<file path="config.mk">
export PLATFORM = sky130hd
export DESIGN_NAME = bist_mem_datapath_flat
export DESIGN_NICKNAME = d
export VERILOG_FILES = /design/src/rtl/bist_pkg.sv /design/src/rtl/bist_mem_datapath_if.sv /design/src/rtl/bist_addr_counter.sv /design/src/rtl/bist_mem_datapath.sv /design/src/flat_wrapper.sv
export SDC_FILE = /design/constraint.sdc
export NUM_CORES = 1
export LEC_CHECK = 0
export BUFFER_PORTS_ARGS = -buffer_cell sky130_fd_sc_hd__buf_2
export CORE_AREA = 2 2 39 41
export DETAILED_ROUTE_END_ITERATION = 8
export DIE_AREA = 0 0 41 43
export PLACE_DENSITY = 0.72
export RECOVER_POWER = 25
export SLEW_MARGIN = 20
export SYNTH_ARGS = -nofsm -noshare
export SYNTH_HDL_FRONTEND = slang
export SYNTH_SLANG_ARGS = --single-unit
export TNS_END_PERCENT = 50
</file>
<file path="constraint.sdc">
create_clock -name clk -period 3.28 [get_ports clk]
set_input_delay 0.82 -clock clk [delete_from_list [all_inputs] [get_ports clk]]
set_output_delay 0.82 -clock clk [all_outputs]
set_load 0.01 [all_outputs]
</file>
<file path="src/rtl/bist_pkg.sv">
// bist_pkg: shared widths, compare-pipeline entry type and BIST sequencer state encodings.
package bist_pkg;

  localparam int ADDR_W = 3;
  localparam int DATA_W = 8;

  typedef struct packed {
    logic              valid;
    logic [DATA_W-1:0] exp;
    logic [ADDR_W-1:0] addr;
  } pipe_entry_t;

  typedef enum logic [2:0] {
    STANDBY   = 3'b001,
    WR_UP     = 3'b010,
    READ_DOWN = 3'b011,
    WR_DOWN   = 3'b100,
    READ_UP   = 3'b101
  } seq_state_e;

endpackage

</file>
<file path="src/rtl/bist_mem_datapath_if.sv">
// bist_mem_datapath_if: SRAM-side bus between the BIST datapath (master) and the memory under test (slave).
// mem_we/mem_re are single-cycle strobes with no backpressure: a write is taken on the edge ending a
// cycle with mem_we high, and mem_rdata is valid exactly RD_LAT cycles after a cycle with mem_re high.
interface bist_mem_datapath_if #(
  parameter int ADDR_W = bist_pkg::ADDR_W,
  parameter int DATA_W = bist_pkg::DATA_W
);
  logic [ADDR_W-1:0] mem_addr;
  logic [DATA_W-1:0] mem_wdata;
  logic              mem_we;
  logic              mem_re;
  logic [DATA_W-1:0] mem_rdata;

  modport master (output mem_addr, output mem_wdata, output mem_we, output mem_re, input mem_rdata);
  modport slave  (input mem_addr, input mem_wdata, input mem_we, input mem_re, output mem_rdata);
endinterface

</file>
<file path="src/rtl/bist_addr_counter.sv">
// bist_addr_counter: address register with reset/preset/up-down count and combinational terminal count.
module bist_addr_counter #(
  parameter int ADDR_W = bist_pkg::ADDR_W
) (
  input  logic              clk,
  input  logic              rst,
  input  logic              enable,
  input  logic              rst_adr,
  input  logic              pr_res_adr,
  input  logic              up_down,
  output logic [ADDR_W-1:0] addr,
  output logic              c_out
);
  localparam logic [ADDR_W-1:0] MAX = '1;
  localparam logic [ADDR_W-1:0] ONE = ADDR_W'(1);

  logic [ADDR_W-1:0] addr_q, addr_d;

  // rst_adr beats pr_res_adr, both beat counting; the count wraps modulo 2**ADDR_W.
  always_comb begin
    addr_d = addr_q;
    if (rst_adr)         addr_d = '0;
    else if (pr_res_adr) addr_d = MAX;
    else if (enable)     addr_d = up_down ? addr_q + ONE : addr_q - ONE;
  end

  always_ff @(posedge clk or posedge rst) begin
    if (rst) addr_q <= '0;
    else     addr_q <= addr_d;
  end

  assign addr  = addr_q;
  assign c_out = enable & ~rst_adr & ~pr_res_adr & (up_down ? (addr_q == MAX) : (addr_q == '0));
endmodule

</file>
<file path="src/rtl/bist_mem_datapath.sv">
// bist_mem_datapath: BIST memory-side datapath -- address counter, pattern drive, RD_LAT-deep read compare.
// Optional first-failure log (fail_valid/fail_addr/fail_data) is built when BIST_FAIL_LOG_EN is defined.
module bist_mem_datapath #(
  parameter int ADDR_W = bist_pkg::ADDR_W,
  parameter int DATA_W = bist_pkg::DATA_W,
  parameter int RD_LAT = 1
) (
  input  logic clk,
  input  logic rst,
  input  logic enable,
  input  logic rst_adr,
  input  logic pr_res_adr,
  input  logic up_down,
  input  logic data_bit,
  input  logic wr_en,
  input  logic read_en,
  output logic c_out,
  output logic error,
  output logic cmp_busy,
`ifdef BIST_FAIL_LOG_EN
  output logic              fail_valid,
  output logic [ADDR_W-1:0] fail_addr,
  output logic [DATA_W-1:0] fail_data,
`endif
  bist_mem_datapath_if.master mem
);
  import bist_pkg::*;

  logic [ADDR_W-1:0] addr;
  logic [DATA_W-1:0] pattern;
  logic              rd_issue;
  pipe_entry_t       pipe_q [RD_LAT];
  pipe_entry_t       pipe_d [RD_LAT];
  pipe_entry_t       cmp;
  logic              mismatch;
  logic              error_q, error_d;
  logic              err_vld_q, err_vld_d;
  logic              busy;

  bist_addr_counter #(.ADDR_W(ADDR_W)) u_addr_counter (
    .clk        (clk),
    .rst        (rst),
    .enable     (enable),
    .rst_adr    (rst_adr),
    .pr_res_adr (pr_res_adr),
    .up_down    (up_down),
    .addr       (addr),
    .c_out      (c_out)
  );

  assign pattern       = {DATA_W{data_bit}};
  assign rd_issue      = read_en & enable;
  assign mem.mem_addr  = addr;
  assign mem.mem_wdata = pattern;
  assign mem.mem_we    = wr_en & enable;
  assign mem.mem_re    = rd_issue;

  // The last pipeline stage lines up with mem_rdata; err_vld tracks the cycle its error flag is visible.
  always_comb begin
    pipe_d[0] = '{valid: rd_issue, exp: pattern, addr: addr};
    for (int i = 1; i < RD_LAT; i++) pipe_d[i] = pipe_q[i-1];
    cmp       = pipe_q[RD_LAT-1];
    mismatch  = cmp.valid && (mem.mem_rdata != cmp.exp);
    error_d   = mismatch;
    err_vld_d = cmp.valid;
    busy      = err_vld_q;
    for (int i = 0; i < RD_LAT; i++) busy = busy | pipe_q[i].valid;
  end

  always_ff @(posedge clk or posedge rst) begin
    if (rst) begin
      for (int i = 0; i < RD_LAT; i++) pipe_q[i] <= '0;
      error_q   <= 1'b0;
      err_vld_q <= 1'b0;
    end else begin
      for (int i = 0; i < RD_LAT; i++) pipe_q[i] <= pipe_d[i];
      error_q   <= error_d;
      err_vld_q <= err_vld_d;
    end
  end

  assign error    = error_q;
  assign cmp_busy = busy;

`ifdef BIST_FAIL_LOG_EN
  logic              fail_valid_q, fail_valid_d;
  logic [ADDR_W-1:0] fail_addr_q, fail_addr_d;
  logic [DATA_W-1:0] fail_data_q, fail_data_d;

  // Only the first mismatch since reset is recorded; later ones leave the log untouched.
  always_comb begin
    fail_valid_d = fail_valid_q;
    fail_addr_d  = fail_addr_q;
    fail_data_d  = fail_data_q;
    if (mismatch && !fail_valid_q) begin
      fail_valid_d = 1'b1;
      fail_addr_d  = cmp.addr;
      fail_data_d  = mem.mem_rdata;
    end
  end

  always_ff @(posedge clk or posedge rst) begin
    if (rst) begin
      fail_valid_q <= 1'b0;
      fail_addr_q  <= '0;
      fail_data_q  <= '0;
    end else begin
      fail_valid_q <= fail_valid_d;
      fail_addr_q  <= fail_addr_d;
      fail_data_q  <= fail_data_d;
    end
  end

  assign fail_valid = fail_valid_q;
  assign fail_addr  = fail_addr_q;
  assign fail_data  = fail_data_q;
`endif
endmodule

</file>
<file path="src/flat_wrapper.sv">
// flat-port wrapper written by rule: the top's interface ports become plain ports
module bist_mem_datapath_flat import bist_pkg::*;
#(
  parameter int ADDR_W = bist_pkg::ADDR_W,
  parameter int DATA_W = bist_pkg::DATA_W,
  parameter int RD_LAT = 1
)
  (clk, rst, enable, rst_adr, pr_res_adr, up_down, data_bit, wr_en, read_en, c_out, error, cmp_busy, mem_mem_addr, mem_mem_wdata, mem_mem_we, mem_mem_re, mem_mem_rdata);
  bist_mem_datapath_if #(.ADDR_W(ADDR_W), .DATA_W(DATA_W)) mem_i ();
  input  logic clk;
  input  logic rst;
  input  logic enable;
  input  logic rst_adr;
  input  logic pr_res_adr;
  input  logic up_down;
  input  logic data_bit;
  input  logic wr_en;
  input  logic read_en;
  output logic c_out;
  output logic error;
  output logic cmp_busy;
  output wire logic [$bits(mem_i.mem_addr)-1:0] mem_mem_addr;
  output wire logic [$bits(mem_i.mem_wdata)-1:0] mem_mem_wdata;
  output wire logic [$bits(mem_i.mem_we)-1:0] mem_mem_we;
  output wire logic [$bits(mem_i.mem_re)-1:0] mem_mem_re;
  input wire logic [$bits(mem_i.mem_rdata)-1:0] mem_mem_rdata;
  assign mem_mem_addr = mem_i.mem_addr;
  assign mem_mem_wdata = mem_i.mem_wdata;
  assign mem_mem_we = mem_i.mem_we;
  assign mem_mem_re = mem_i.mem_re;
  assign mem_i.mem_rdata = mem_mem_rdata;
  bist_mem_datapath #(.ADDR_W(ADDR_W), .DATA_W(DATA_W), .RD_LAT(RD_LAT)) u_core (.clk(clk), .rst(rst), .enable(enable), .rst_adr(rst_adr), .pr_res_adr(pr_res_adr), .up_down(up_down), .data_bit(data_bit), .wr_en(wr_en), .read_en(read_en), .c_out(c_out), .error(error), .cmp_busy(cmp_busy), .mem(mem_i));
endmodule
</file>
# == Word level (Yosys, flattened, before mapping) ==
# Cells that the tools add are included.
# classes
reduce_logical,3
div_mod_pow,0
eq_ne,2
add_sub_neg,2
bitwise_logic,8
muxes,5
magnitude_cmp,0
n_shift,0
multipliers,0
# ops
op,count
$mux 3,4
$ne 8x8->1,1
$and 1x1->1,5
$add 3x1->3 const B,1
$eq 3x3->1 const B,1
$logic_not 3->1,1
$reduce_bool 3->1,1
$sub 3x1->3 const B,1
$not 1->1,2
$logic_and 1x1->1,1
$mux 1,1
$or 1x1->1,1
# totals
regBits,7
in_bits,17
output_inout_bits,16
latch_bits,0
rom_bits,0
n_memories,0
ram_bits,0
elab_cells,25

# == Logic depth before layout (Yosys ltp) ==
# logic_depth
depth_word,5
depth_mapped,5
mapped_depth_nobuf,5

# == Cells and area by module ==
# From an unflattened synthesis, not the netlist that was laid out.
# unflattened
hier_cells,47
area_unflattened_um2,430.4
# by_module_without_submodules
mod,n_inst,cells_per_inst,seq_area_each_um2,area_each_um2
bist_mem_datapath,1,25,100.1,230.2
bist_addr_counter,1,22,75.1,200.2

# == Worst setup path before layout ==
# No wires, ideal clock.
# synth_path
path_kind,input port to output port
start,in up_down
end,out c_out
path_slack_ns,1.008
path_buffers,0
t_arrival_ns,1.452
cell_stages,2
required_time_ns,2.460
path_cell_list,or4_1 -> a21oi_1
# synth_via
elab_chain_len,2
# synth_rtl
element,line_no,source
start: declaration,flat_wrapper.sv:15,input logic up_down;
$mux 1,bist_addr_counter.sv:33,assign c_out = enable & ~rst_adr & ~pr_res_adr & (up_down ? (addr_q == MAX) : (addr_q == '0));
$and 1x1->1,bist_addr_counter.sv:33,
end: declaration,flat_wrapper.sv:19,output logic c_out;
# No other way between the ends.

# == Worst setup path in the final report ==
# Ends and elaborated chain as after synthesis.

==> impl_metrics.tcl <==
set metrics [dict create \
    cts_hold_buf 0 \
    dp_cells 85 \
    ctsRootBufferMaster "clkbuf_4" \
    std_cell_rows 14 \
    ant_nets 0 \
    slew_violations 0 \
    cts_buffer_depth 2 \
    die_h_um 43 \
    path_class "in2out" \
    fin_cells 89 \
    fin_area_um2 567 \
    clock_sinks 7 \
    status "finished, final reports clean" \
    clk_latency_ns 0.25 \
    dr.pass1.iters 4 \
    relSlewSlack 0.826 \
    cts_tree "done" \
    drtIter0Drc 3 \
    tns_ns 0 \
    place.gp.congestion 0.774 \
    cts_setup_buffers 0 \
    grtUsageTotal 0.126 \
    initial_utilization 0.304 \
    cp-start-kind "input port" \
    syn2layout_area_growth_pct 34.8 \
    htreeDepth 1 \
    die-area_mm2 0.00176 \
    synth_area_um2 420 \
    peakVddDrop_mv 0.230 \
    cellPowerDensity_mw_per_mm2 401 \
    die_w_um 41 \
    cts.clk_slew.worst_paths_ns 0.06 \
    dp_hpwl_um 663 \
    placed_area_um2 541 \
    antennaDiodeCount 0 \
    antenna_found_initial 0 \
    io_pins 33 \
    overflow 0 \
    required_ns 2.46 \
    tightest_slew_ns 0.261 \
    report.power.total_mw 0.227 \
    worstPathArrival_ns 1.62 \
    period_needed_ns 2.44 \
    vias 424 \
    cellLeakagePower_nw 0.305 \
    critPathMaxFanout 4 \
    max_freq_ghz 0.409 \
    grt_pass1_vias 363 \
    ys_ff_latch 7 \
    fill_cells 146 \
    coreArea_mm2 0.00138 \
    finalHoldViolCount 0 \
    drive_gt1_frac 0.493 \
    multiInputGateArea_um2 178 \
    layout_common_cells "buf_2 (32), dfrtp_1 (7), nor2_1 (5), clkbuf_4 (3)" \
    syn_area_per_cell_um2 9.34 \
    crit_path_start "up_down" \
    drc 0 \
    rsz0062_at_grt "false" \
    wl_um 840 \
    netlist_instances 45 \
    fin_skew_ns 0.00736 \
    nets 92 \
    grt_max_degree 10 \
    route.detailed.wl_per_inst_um 9.44 \
    cts_resized 0 \
    setup_viol 0 \
    hp-class "reg2reg" \
    register_area_um2 175 \
    end_kind "output port" \
    hp-start "u_core.err_vld_d" \
    min_period_over_period 0.745 \
    yosys_warnings 0 \
    viasPerCell 4.76 \
    numCtsBuffers 3 \
    synth.distinct_cells 21 \
    layout_commonest_cell "buf_2" \
    port_buffers 32 \
    grt_first_pass_wirelength_um 1440 \
    r2r_slack_ns 1.82 \
    cap_violations 0 \
    synth_seq_area_share 0.417 \
    r2r-start "u_core.u_addr_counter.addr[0]" \
    synth_nets 63 \
]
==> synth_stat cells <==
| cell type | n | area share |
|---|---|---|
| and3_1 | 1 | 0.015 |
| inv_1 | 2 | 0.018 |
| or3_1 | 1 | 0.015 |
| nor2b_1 | 1 | 0.015 |
| nor2_1 | 5 | 0.045 |
| and2_1 | 2 | 0.030 |
| nand4_1 | 2 | 0.030 |
| or4_1 | 1 | 0.018 |
| or2_2 | 1 | 0.015 |
| xnor2_1 | 1 | 0.021 |
| nor3_1 | 2 | 0.024 |
| a21oi_1 | 1 | 0.012 |
| nand2_1 | 2 | 0.018 |
| nor4_1 | 1 | 0.015 |
| a211oi_1 | 2 | 0.036 |
| and4b_1 | 1 | 0.024 |
| fa_1 | 1 | 0.048 |
| nand3_1 | 2 | 0.024 |
| dfrtp_1 | 7 | 0.42 |
| buf_4 | 8 | 0.14 |
| xor2_1 | 1 | 0.021 |
==> report_power, final <==
group          internal, mW  leakage (nW)  switching, mW
Clock                0.0466        0.0150         0.0335
Sequential           0.0923        0.0874        0.00583
Combinational        0.0240         0.202         0.0253
==> area by class of cell <==
| cell class | instances | area share |
|---|---|---|
| clock buffers | 4 | 0.0464 |
| repair buffers | 32 | 0.283 |
| inverters | 2 | 0.0132 |
| multi-input cells | 28 | 0.313 |
| flip-flops and latches | 7 | 0.309 |
| well taps | 16 | 0.0353 |
==> per-stage QoR <==
stage,setup WS [ns],hold slack [ns],util
detailed placement,0.827,0.384,0.391
CTS,0.826,0.397,0.410
global route,0.791,0.427,0.410
floorplan,1.01,0.359,-
finish,0.836,0.392,0.410
global placement,0.862,0.381,0.391
==> registers in the layout, indices dropped and copies added, names as in the netlist <==
name	cells
u_core.cmp	1
u_core.err_vld_d	1
u_core.error	1
u_core.err_vld_q	1
u_core.u_addr_counter.addr	3
==> metal layers <==
| layer | vias up | wire [µm] | track usage |
|---|---|---|---|
| met5 | - | 0 | 0 |
| met4 | 0 | 7 | 0.0200 |
| met3 | 2 | 76 | 0.0942 |
| met2 | 17 | 426 | 0.203 |
| met1 | 201 | 329 | 0.127 |
| li1 | 204 | - | - |
==> cell families after synthesis <==
kind of cell / count (synthesis) / synth area share
compound gates: 3 / 0.0476
buf+inv: 10 / 0.161
fa+ha+maj: 1 / 0.0476
simple gates: 22 / 0.286
flops: 7 / 0.417
xor+xnor: 2 / 0.0417
==> worst max-delay path: stages <==
cell,delay (ns)
buf_2,0.12
or4_1,0.39
a21oi_1,0.15
buf_2,0.14
==> path summary, 6_finish.rpt <==
check / end / depth (start not counted)
max: c_out / 4
min: u_core.err_vld_q / 0
max reg2reg: u_core.u_addr_counter.addr[2] / 4
min reg2reg: u_core.err_vld_q / 0
max in group asynchronous: u_core.cmp[3] / 2
min in group asynchronous: u_core.error / 2
No activity file was read; power rests on OpenSTA's default activity.
